<file path="src/rtl/boot_program_memory_pkg.sv">
// Shared architecture constants and FSM encoding for the boot program memory.
package boot_program_memory_pkg;

  localparam int ARCH_ADDRESS_SIZE     = 8;
  localparam int ARCH_INSTRUCTION_SIZE = 32;
  localparam int ARCH_PROG_MEMORY_SIZE = 16;
  localparam int PROG_LOAD_CHUNK_SIZE  = 8;
  localparam logic [ARCH_INSTRUCTION_SIZE-1:0] ARCH_HALT_INST = 32'hFC00_0000;

  typedef enum logic [1:0] {
    BPM_CLEAR = 2'd0,
    BPM_IDLE  = 2'd1,
    BPM_LOAD  = 2'd2
  } bpm_state_e;

endpackage

</file>
<file path="src/rtl/boot_program_memory_chunk_assembler.sv">
// Packs CHUNK_SIZE loader chunks, least significant first, into one DATA_SIZE word.
module boot_program_memory_chunk_assembler
  import boot_program_memory_pkg::*;
#(
  parameter int DATA_SIZE  = ARCH_INSTRUCTION_SIZE,
  parameter int CHUNK_SIZE = PROG_LOAD_CHUNK_SIZE
) (
  input  logic                  clock,
  input  logic                  reset,
  input  logic                  clear,
  input  logic                  chunk_valid,
  input  logic [CHUNK_SIZE-1:0] chunk_data,
  output logic [DATA_SIZE-1:0]  word,
  output logic                  word_complete
);

  localparam int CHUNKS = DATA_SIZE / CHUNK_SIZE;
  localparam int CW     = (CHUNKS > 1) ? $clog2(CHUNKS) : 1;
  localparam logic [CW-1:0] LAST_COUNT = CW'(CHUNKS - 1);

  logic [CW-1:0]        count_r;
  logic [DATA_SIZE-1:0] word_r;
  logic [DATA_SIZE-1:0] assembled_s;
  logic                 last_chunk_s;

  // Merge the incoming chunk into its slot of the partial word.
  always_comb begin
    assembled_s = word_r;
    assembled_s[count_r*CHUNK_SIZE +: CHUNK_SIZE] = chunk_data;
    last_chunk_s = (count_r == LAST_COUNT);
  end

  assign word          = assembled_s;
  assign word_complete = chunk_valid && last_chunk_s;

  // Chunk counter and partial word; clear drops any partial word.
  always_ff @(posedge clock) begin
    if (reset) begin
      count_r <= {CW{1'b0}};
      word_r  <= {DATA_SIZE{1'b0}};
    end else if (clear) begin
      count_r <= {CW{1'b0}};
      word_r  <= {DATA_SIZE{1'b0}};
    end else if (chunk_valid) begin
      if (last_chunk_s) begin
        count_r <= {CW{1'b0}};
        word_r  <= {DATA_SIZE{1'b0}};
      end else begin
        count_r <= count_r + CW'(1);
        word_r  <= assembled_s;
      end
    end
  end

endmodule

</file>
<file path="src/rtl/boot_program_memory.sv">
// Program memory: HALT clear after reset, chunked run-time loader, registered fetch port.
module boot_program_memory
  import boot_program_memory_pkg::*;
#(
  parameter int ADDRESS_SIZE = ARCH_ADDRESS_SIZE,
  parameter int DATA_SIZE    = ARCH_INSTRUCTION_SIZE,
  parameter int SIZE         = ARCH_PROG_MEMORY_SIZE,
  parameter int CHUNK_SIZE   = PROG_LOAD_CHUNK_SIZE,
  parameter logic [DATA_SIZE-1:0] HALT_WORD = ARCH_HALT_INST
) (
  input  logic                    clock,
  input  logic                    reset,
  input  logic                    load_start,
  input  logic [ADDRESS_SIZE-1:0] load_base,
  input  logic                    load_valid,
  input  logic [CHUNK_SIZE-1:0]   load_data,
  input  logic                    load_last,
  output logic                    load_ready,
  input  logic [ADDRESS_SIZE-1:0] fetch_address,
  output logic [DATA_SIZE-1:0]    fetch_data,
  output logic                    fetch_valid,
  output logic                    busy,
  output logic                    load_done,
  output logic                    load_error
);

  localparam int AW = ADDRESS_SIZE;
  localparam int IW = (SIZE > 1) ? $clog2(SIZE) : 1;
  localparam logic [AW:0]   SIZE_W   = (AW+1)'(SIZE);
  localparam logic [IW-1:0] LAST_IDX = IW'(SIZE - 1);

  bpm_state_e           state_r, next_state_s;
  logic [IW-1:0]        clear_ptr_r;
  logic [AW:0]          ptr_r;
  logic                 busy_r, load_ready_r, load_done_r, load_error_r;
  logic                 fetch_valid_r;
  logic [DATA_SIZE-1:0] fetch_data_r;
  logic [DATA_SIZE-1:0] mem_r [SIZE];

  logic                 accept_s, start_s, asm_clear_s, word_write_s;
  logic                 ptr_in_range_s, fetch_in_range_s, base_bad_s;
  logic [DATA_SIZE-1:0] word_s;
  logic                 word_complete_s;

  boot_program_memory_chunk_assembler #(
    .DATA_SIZE  (DATA_SIZE),
    .CHUNK_SIZE (CHUNK_SIZE)
  ) u_chunk_assembler (
    .clock         (clock),
    .reset         (reset),
    .clear         (asm_clear_s),
    .chunk_valid   (accept_s),
    .chunk_data    (load_data),
    .word          (word_s),
    .word_complete (word_complete_s)
  );

  // Session control strobes and range checks.
  always_comb begin
    accept_s         = (state_r == BPM_LOAD) && load_valid;
    start_s          = (state_r == BPM_IDLE) && load_start;
    asm_clear_s      = start_s || (accept_s && load_last);
    ptr_in_range_s   = (ptr_r < SIZE_W);
    word_write_s     = word_complete_s && ptr_in_range_s;
    fetch_in_range_s = ({1'b0, fetch_address} < SIZE_W);
    base_bad_s       = ({1'b0, load_base} >= SIZE_W);
  end

  // Next-state decode.
  always_comb begin
    next_state_s = state_r;
    case (state_r)
      BPM_CLEAR: begin
        if (clear_ptr_r == LAST_IDX) next_state_s = BPM_IDLE;
        else                         next_state_s = BPM_CLEAR;
      end
      BPM_IDLE: begin
        if (load_start) next_state_s = BPM_LOAD;
        else            next_state_s = BPM_IDLE;
      end
      BPM_LOAD: begin
        if (accept_s && load_last) next_state_s = BPM_IDLE;
        else                       next_state_s = BPM_LOAD;
      end
      default: next_state_s = BPM_CLEAR;
    endcase
  end

  // State, pointers and status outputs.
  always_ff @(posedge clock) begin
    if (reset) begin
      state_r      <= BPM_CLEAR;
      clear_ptr_r  <= {IW{1'b0}};
      ptr_r        <= {(AW+1){1'b0}};
      busy_r       <= 1'b1;
      load_ready_r <= 1'b0;
      load_done_r  <= 1'b0;
      load_error_r <= 1'b0;
    end else begin
      state_r      <= next_state_s;
      busy_r       <= (next_state_s != BPM_IDLE);
      load_ready_r <= (next_state_s == BPM_LOAD);
      load_done_r  <= accept_s && load_last;

      if (state_r == BPM_CLEAR && clear_ptr_r != LAST_IDX) clear_ptr_r <= clear_ptr_r + IW'(1);
      else                                                 clear_ptr_r <= {IW{1'b0}};

      // Pointer saturates rather than wrapping so overflow stays out of range.
      if (start_s) begin
        ptr_r <= {1'b0, load_base};
      end else if (word_complete_s && ptr_r != {(AW+1){1'b1}}) begin
        ptr_r <= ptr_r + (AW+1)'(1);
      end

      if (start_s) begin
        load_error_r <= base_bad_s;
      end else if (word_complete_s && !ptr_in_range_s) begin
        load_error_r <= 1'b1;
      end else if (accept_s && load_last && !word_complete_s) begin
        load_error_r <= 1'b1;
      end
    end
  end

  // Memory array: HALT fill during CLEAR, assembled words during LOAD.
  always_ff @(posedge clock) begin
    if (!reset && state_r == BPM_CLEAR) begin
      mem_r[clear_ptr_r] <= HALT_WORD;
    end else if (!reset && word_write_s) begin
      mem_r[ptr_r[IW-1:0]] <= word_s;
    end
  end

  // Registered fetch port; served only in IDLE, old contents on a same-edge write.
  always_ff @(posedge clock) begin
    if (reset) begin
      fetch_valid_r <= 1'b0;
      fetch_data_r  <= HALT_WORD;
    end else if (state_r == BPM_IDLE && fetch_in_range_s) begin
      fetch_valid_r <= 1'b1;
      fetch_data_r  <= mem_r[fetch_address[IW-1:0]];
    end else begin
      fetch_valid_r <= 1'b0;
      fetch_data_r  <= HALT_WORD;
    end
  end

  assign load_ready  = load_ready_r;
  assign busy        = busy_r;
  assign load_done   = load_done_r;
  assign load_error  = load_error_r;
  assign fetch_valid = fetch_valid_r;
  assign fetch_data  = fetch_data_r;

endmodule

</file>
<file path="config.mk">
export PLATFORM = sky130hd
export DESIGN_NAME = boot_program_memory
export DESIGN_NICKNAME = d
export VERILOG_FILES = /design/src/rtl/boot_program_memory_pkg.sv /design/src/rtl/boot_program_memory_chunk_assembler.sv /design/src/rtl/boot_program_memory.sv
export SDC_FILE = /design/constraint.sdc
export NUM_CORES = 1
export LEC_CHECK = 0
export CORE_MARGIN = 3
export CORE_UTILIZATION = 40
export DETAILED_ROUTE_END_ITERATION = 10
export SETUP_SLACK_MARGIN = 0.1
export SLEW_MARGIN = 25
export SYNTH_ARGS = -nofsm -noshare
export SYNTH_HDL_FRONTEND = slang
export SYNTH_SLANG_ARGS = --single-unit
</file>
<file path="constraint.sdc">
create_clock -name clock -period 3.3 [get_ports clock]
set_clock_uncertainty 0.2 [all_clocks]
set_input_delay 0.66 -clock clock [delete_from_list [all_inputs] [get_ports clock]]
set_output_delay 0.66 -clock clock [all_outputs]
set_load 0.05 [all_outputs]
</file>
Yosys cells after proc, flatten, opt, wreduce, memory -nomap -nowiden. Memory sizes are Yosys's and may differ from the RTL's. A register that Yosys moved wholly into a read port is not among the register bits. Index checks and enable logic that the tools add are counted.

$add $sub $neg: 4. Muxes and demuxes: 21. Shift-type cells: 2. Eq/ne operators: 8. Reductions and logical operators: 24. $lt $le $gt $ge: 3. Bitwise operators: 2.

Operators with widths (number): 32-bit two-way mux (2); 5-bit negation with 34-bit output (1); 8-bit by 34-bit variable shift with 32-bit output, first input constant (1); 8-bit by 34-bit indexed part select with 32-bit output (1); 32-bit bitwise mux (1); 32-bit OR reduction (1); 8-bit two-way mux (2); 1-bit logical AND (12); 1-bit two-way mux (11); 9-bit by 1-bit adder with 9-bit output, second input constant (1); 9-bit by 5-bit < comparator with 1-bit output, second input constant (1); 9-bit inequality test, second input constant (1); 8-bit by 5-bit greater-or-equal comparator with 1-bit output, second input constant (1); 8-bit by 5-bit < comparator with 1-bit output, second input constant (1); 2-bit OR reduction (4); 2-bit == test, second input constant (3); 2-bit two-way mux (3); 2-bit one-hot mux with 3 select lines (1); 4-bit by 1-bit adder with 4-bit output, second input constant (1); 4-bit == test, second input constant (1); 4-bit two-way mux (1); 4-bit inequality test, second input constant (1); 1-bit logical NOT (3); 3-bit nonzero test (1); 7 further kinds (8).

Input port bits: 29. Bits in registers: 54. Memories: 1. Logic and storage cells: 76. Memory bits (writable): 512.

Memories: mem_r (words 16, bits a word 32, read ports 1, clocked after Yosys merged registers in 1, wr ports 1, line boot_program_memory.sv:38) `logic [DATA_SIZE-1:0] mem_r [SIZE];`.

Depth between registers and ports, before layout.
Word-level depth: 10. Depth in mapped cells: 10.

Hierarchy. A second synthesis with hierarchy kept.

Cell total of the unflattened synthesis: 1202. Area, all modules: 23511.3 um^2.

Modules (own cells, without submodules): boot_program_memory (area an instance 21603.2 um^2, times used 1, cells each 1018, sequential area each 16415.7 um^2); boot_program_memory_chunk_assembler (area an instance 1908.1 um^2, times used 1, cells each 184, sequential area each 680.7 um^2).

Least setup slack after synthesis. Ideal clock, no wire load.

Path type: input to register. From: input reset. To: memory mem_r[11][0] (netlist bit), enable pin. Cell stages on the path: 5. Required time: 2679 ps. Arrival: 2900 ps. Path buffers: 1. Setup slack: -221 ps. Path through: clkbuf_1 -> inv_1 -> nand4_2 -> mux2_2 -> nor2_1.

Longest elaborated chain between the ends: 7. Elaborated cells on any way between the ends: 11.

Ends and longest elaborated chain: start, declared (line boot_program_memory.sv:12) `input logic reset,`; 1-bit logical NOT (*) (line boot_program_memory.sv:127, boot_program_memory.sv:129); 1-bit logical AND (line boot_program_memory.sv:129) `end else if (!reset && word_write_s) begin`; 1-bit two-way mux (line boot_program_memory.sv:129); 1-bit two-way mux (line boot_program_memory.sv:127) `if (!reset && state_r == BPM_CLEAR) begin`; 1-bit two-way mux (implied by the code) (line boot_program_memory.sv:130) `mem_r[ptr_r[IW-1:0]] <= word_s;`; 32-bit OR reduction (no line); 4-bit two-way mux (no line) / 1-bit two-way mux (equally long branches); end, declared (line boot_program_memory.sv:38).

Every way passes the cells marked *; elsewhere a longest branch is shown, timed or not.

Final worst setup path.
From: register u_chunk_assembler.count_r[0]. To: memory mem_r[12][9] (netlist bit), enable pin.

Longest elaborated chain between the ends: 9. Elaborated cells on any way between the ends: 10.

Ends and longest elaborated chain: start, declared (line boot_program_memory_chunk_assembler.sv:21) `logic [CW-1:0] count_r;`; start signal, assigned (line boot_program_memory_chunk_assembler.sv:39) `count_r <= {CW{1'b0}};`; start signal, assigned (line boot_program_memory_chunk_assembler.sv:42) `count_r <= {CW{1'b0}};`; start signal, assigned (line boot_program_memory_chunk_assembler.sv:46) `count_r <= {CW{1'b0}};`; 2-bit == test (*) (line boot_program_memory_chunk_assembler.sv:30) `last_chunk_s = (count_r == LAST_COUNT);`; 1-bit logical AND (*) (line boot_program_memory_chunk_assembler.sv:34) `assign word_complete = chunk_valid && last_chunk_s;`; 1-bit logical AND (*) (line boot_program_memory.sv:64) `word_write_s = word_complete_s && ptr_in_range_s;`; 1-bit logical AND (*) (line boot_program_memory.sv:129); 1-bit two-way mux (*) (line boot_program_memory.sv:129); 1-bit two-way mux (*) (line boot_program_memory.sv:127); 1-bit two-way mux (implied by the code) (*) (line boot_program_memory.sv:130); 32-bit OR reduction (no line); 4-bit two-way mux (no line) / 1-bit two-way mux (equally long branches).

Marks and branches as above.

==> impl_results.md <==
- Vias: 11900
- GPL Wtd Cong: 0.810
- Initial DRT Pass Iterations: 5
- HPWL Detailed: 34300 um
- Worst vdd ir: 0.414 mV
- Maximum clock frequency: 358 MHz
- Share of the synthesized area in the top cell type: 0.667
- Setup violations, final: 0
- Overall Global Routing Usage: 0.176
- Layout cells sized above 1: 0.254
- Crit path max fanout: 18
- CP Launch Type: flip-flop
- Final net count: 1411
- Routed len/inst: 24.1 um
- Cell accounting for the most synthesized area: edfxtp_1
- Placed cells: 2069
- DR iter-0 viols: 969
- Total gr overflow: 0
- Critical Path RT: 3.40 ns
- Area Overhead vs Synth: 19.1%
- Mapped Nets: 1253
- CTS tree: done
- Gate Count Post-Synth: 1216
- Endpoint type of the worst setup path: flip-flop
- Fin util: 0.484
- Area contributors post-synth: edfxtp_1 (67%), mux4_2 (13%), dfxtp_1 (6.8%), a211oi_1 (1.8%), mux2i_1 (1.7%)
- Die X: 246 um
- Fin. Hold Viols: 0
- Initial antenna violation count: 1
- Seq/Total Area, Yosys: 0.735
- Die Y: 246 um
- Final min period: 2.79 ns
- Kind of critical path: reg2reg
- Mean Syn Cell Area: 18.9 um2
- Syn. warnings: 0
- Hold-fix buffers, CTS: 0
- Fin crit share: 0.847
- Total CTS buffers: 59
- Most common cell in the netlist: edfxtp_1
- Number of vias per cell: 5.44
- Slew margin rel.: 0.370
- Leakage: 9.12 nW
- Overall routed net length: 52400 um
- Number of synthesized flops with an enable pin: 512
- Yosys reg bits: 590
- Reg clk slew, reported paths: 0.06 ns
- Cts repair resizes: 0
- IO Count: 66
- RSZ-0062 raised after global routing: no
- H-Tree Depth: 2
- Worst Path Arrival: 2.89 ns
- Residual DRC: 0
- Root Driver: clkbuf_16
- Vias in the first global route: 12300
- Primary FF master, synth: edfxtp_1
- Diodes inserted: 0
- Non-filler cells, final: 2179
- Post-DRT Antenna Nets: 0
- Slew Limit Fails: 0
- Fin Setup TNS: 0 ns
- Type of the worst min-delay path: reg2reg
- Port bufs: 65
- Initial core utilization: 0.406
- Sink Count: 590
- Total power: 0.0154 W
- Core box area: 56700 um2
- Run status: finished, final reports clean
- Cell Area, Synth: 23000 um2
- Postcts setup bufs: 0
- PD cells: 563 nW/um2
- Die area: 60500 um2
- Netlist cell types: 53
- Global-route wire length before repair: 79500 um
- Post-synth top cells: edfxtp_1 (512), mux4_2 (128), dfxtp_1 (78), nor2_1 (78), a211oi_1 (55)
- Largest net degree at the start of global routing: 39
- Worst-Margin Slew: 0.940 ns
- Clock latency on the worst-skew pair: 0.62 ns
- Max clock buf depth: 3
- Site Rows: 87
- Async set-reset flop share out of synthesis: 0
- MaxCap Viol Count: 0
- Worst hold margin: 0.296 ns
[power breakdown]
part	internal, W	total, W	switching, W
Sequential	0.00808	0.00810	0.0000221
Clock	0.00397	0.00672	0.00275
Combinational	0.000287	0.000625	0.000338
Total	0.0123	0.0154	0.00311
[sequential cells by signal, indices dropped and copies added (netlist names), 2 cells and up]
| register | flops |
|---|---|
| clear_ptr_r | 4 |
| fetch_data | 32 |
| mem_r | 512 |
| ptr_r | 9 |
| state_r | 2 |
| u_chunk_assembler.count_r | 2 |
| u_chunk_assembler.word_r | 24 |
[metal layers]
metal | track usage | routed length, um | vias to the layer above
met1 | 0.247 | 23000 | 6234
met3 | 0.0338 | 3080 | 83
li1 | - | - | 5245
met5 | 0 | 0 | -
met2 | 0.285 | 25100 | 292
met4 | 0.0450 | 1200 | 0
[final timing paths]
check | depth (start not counted) | startpoint | slack [ns] | to
min | 2 | u_chunk_assembler.count_r[1] | 0.30 | u_chunk_assembler.count_r[1]
max reg2reg | 6 | u_chunk_assembler.count_r[0] | 0.51 | mem_r[12][9]
max | 6 | u_chunk_assembler.count_r[0] | 0.51 | mem_r[12][9]
min reg2reg | 2 | u_chunk_assembler.count_r[1] | 0.30 | u_chunk_assembler.count_r[1]
[layout by cell type, fill, tap and decap left out, types with 3 or more instances in the layout]
| cell type | n |
|---|---|
| and3_1 | 7 |
| xnor2_1 | 3 |
| nor3_1 | 11 |
| o21ai_0 | 4 |
| a21oi_1 | 39 |
| buf_4 | 79 |
| clkbuf_1 | 17 |
| nor2_1 | 62 |
| a22oi_1 | 25 |
| mux2i_1 | 39 |
| o21ai_1 | 9 |
| nand3_1 | 5 |
| inv_6 | 4 |
| a311oi_1 | 3 |
| nand3b_1 | 5 |
| bufinv_16 | 8 |
| clkinv_2 | 8 |
| a211oi_1 | 55 |
| nor2_4 | 16 |
| clkinv_1 | 7 |
| buf_12 | 30 |
| ha_1 | 8 |
| clkinvlp_4 | 4 |
| mux4_2 | 128 |
| edfxtp_1 | 512 |
| dfxtp_1 | 78 |
| nor3b_2 | 3 |
| a31oi_1 | 4 |
| clkdlybuf4s50_1 | 61 |
| inv_1 | 7 |
| clkbuf_16 | 59 |
| mux2_2 | 9 |
| nand2_1 | 22 |
| nor2b_1 | 54 |
[final cells by class]
type	instances	area, um2
Tap cell	756	946
Clock buffer	78	1570
Timing Repair Buffer	173	1830
Clock inverter	32	382
Inverter	8	30.0
Sequential cell	590	16900
Fill cell	4642	29300
Multi-Input combinational cell	542	5740
[logic make-up after synthesis]
| group | synth area share |
|---|---|
| XOR/XNOR | 0.00152 |
| multiplexers | 0.146 |
| AO/OA/AOI/OAI | 0.0421 |
| adder cells (fa/ha/maj) | 0.00434 |
| flip-flops | 0.735 |
| AND/OR/NAND/NOR | 0.0494 |
| buffers and inverters | 0.0212 |
[worst max-delay path, stage by stage, from the launching register on]
cell and delay, ns:
dfxtp_1 0.46, ha_1 0.26, and4b_1 0.33, and4_1 0.35, a31oi_1 0.35, nor2_4 0.30
buf_12 0.21
[per-stage QoR]
step | instance area (um2) | worst slack [ns]
finish | 27400 | 0.506
global route | 27400 | 0.399
CTS | 27400 | 0.472
detailed placement | 25500 | 0.0515
global placement | 25500 | 0.0948
floorplan | 23100 | -0.202
No activity file was read; power rests on OpenSTA's default activity.
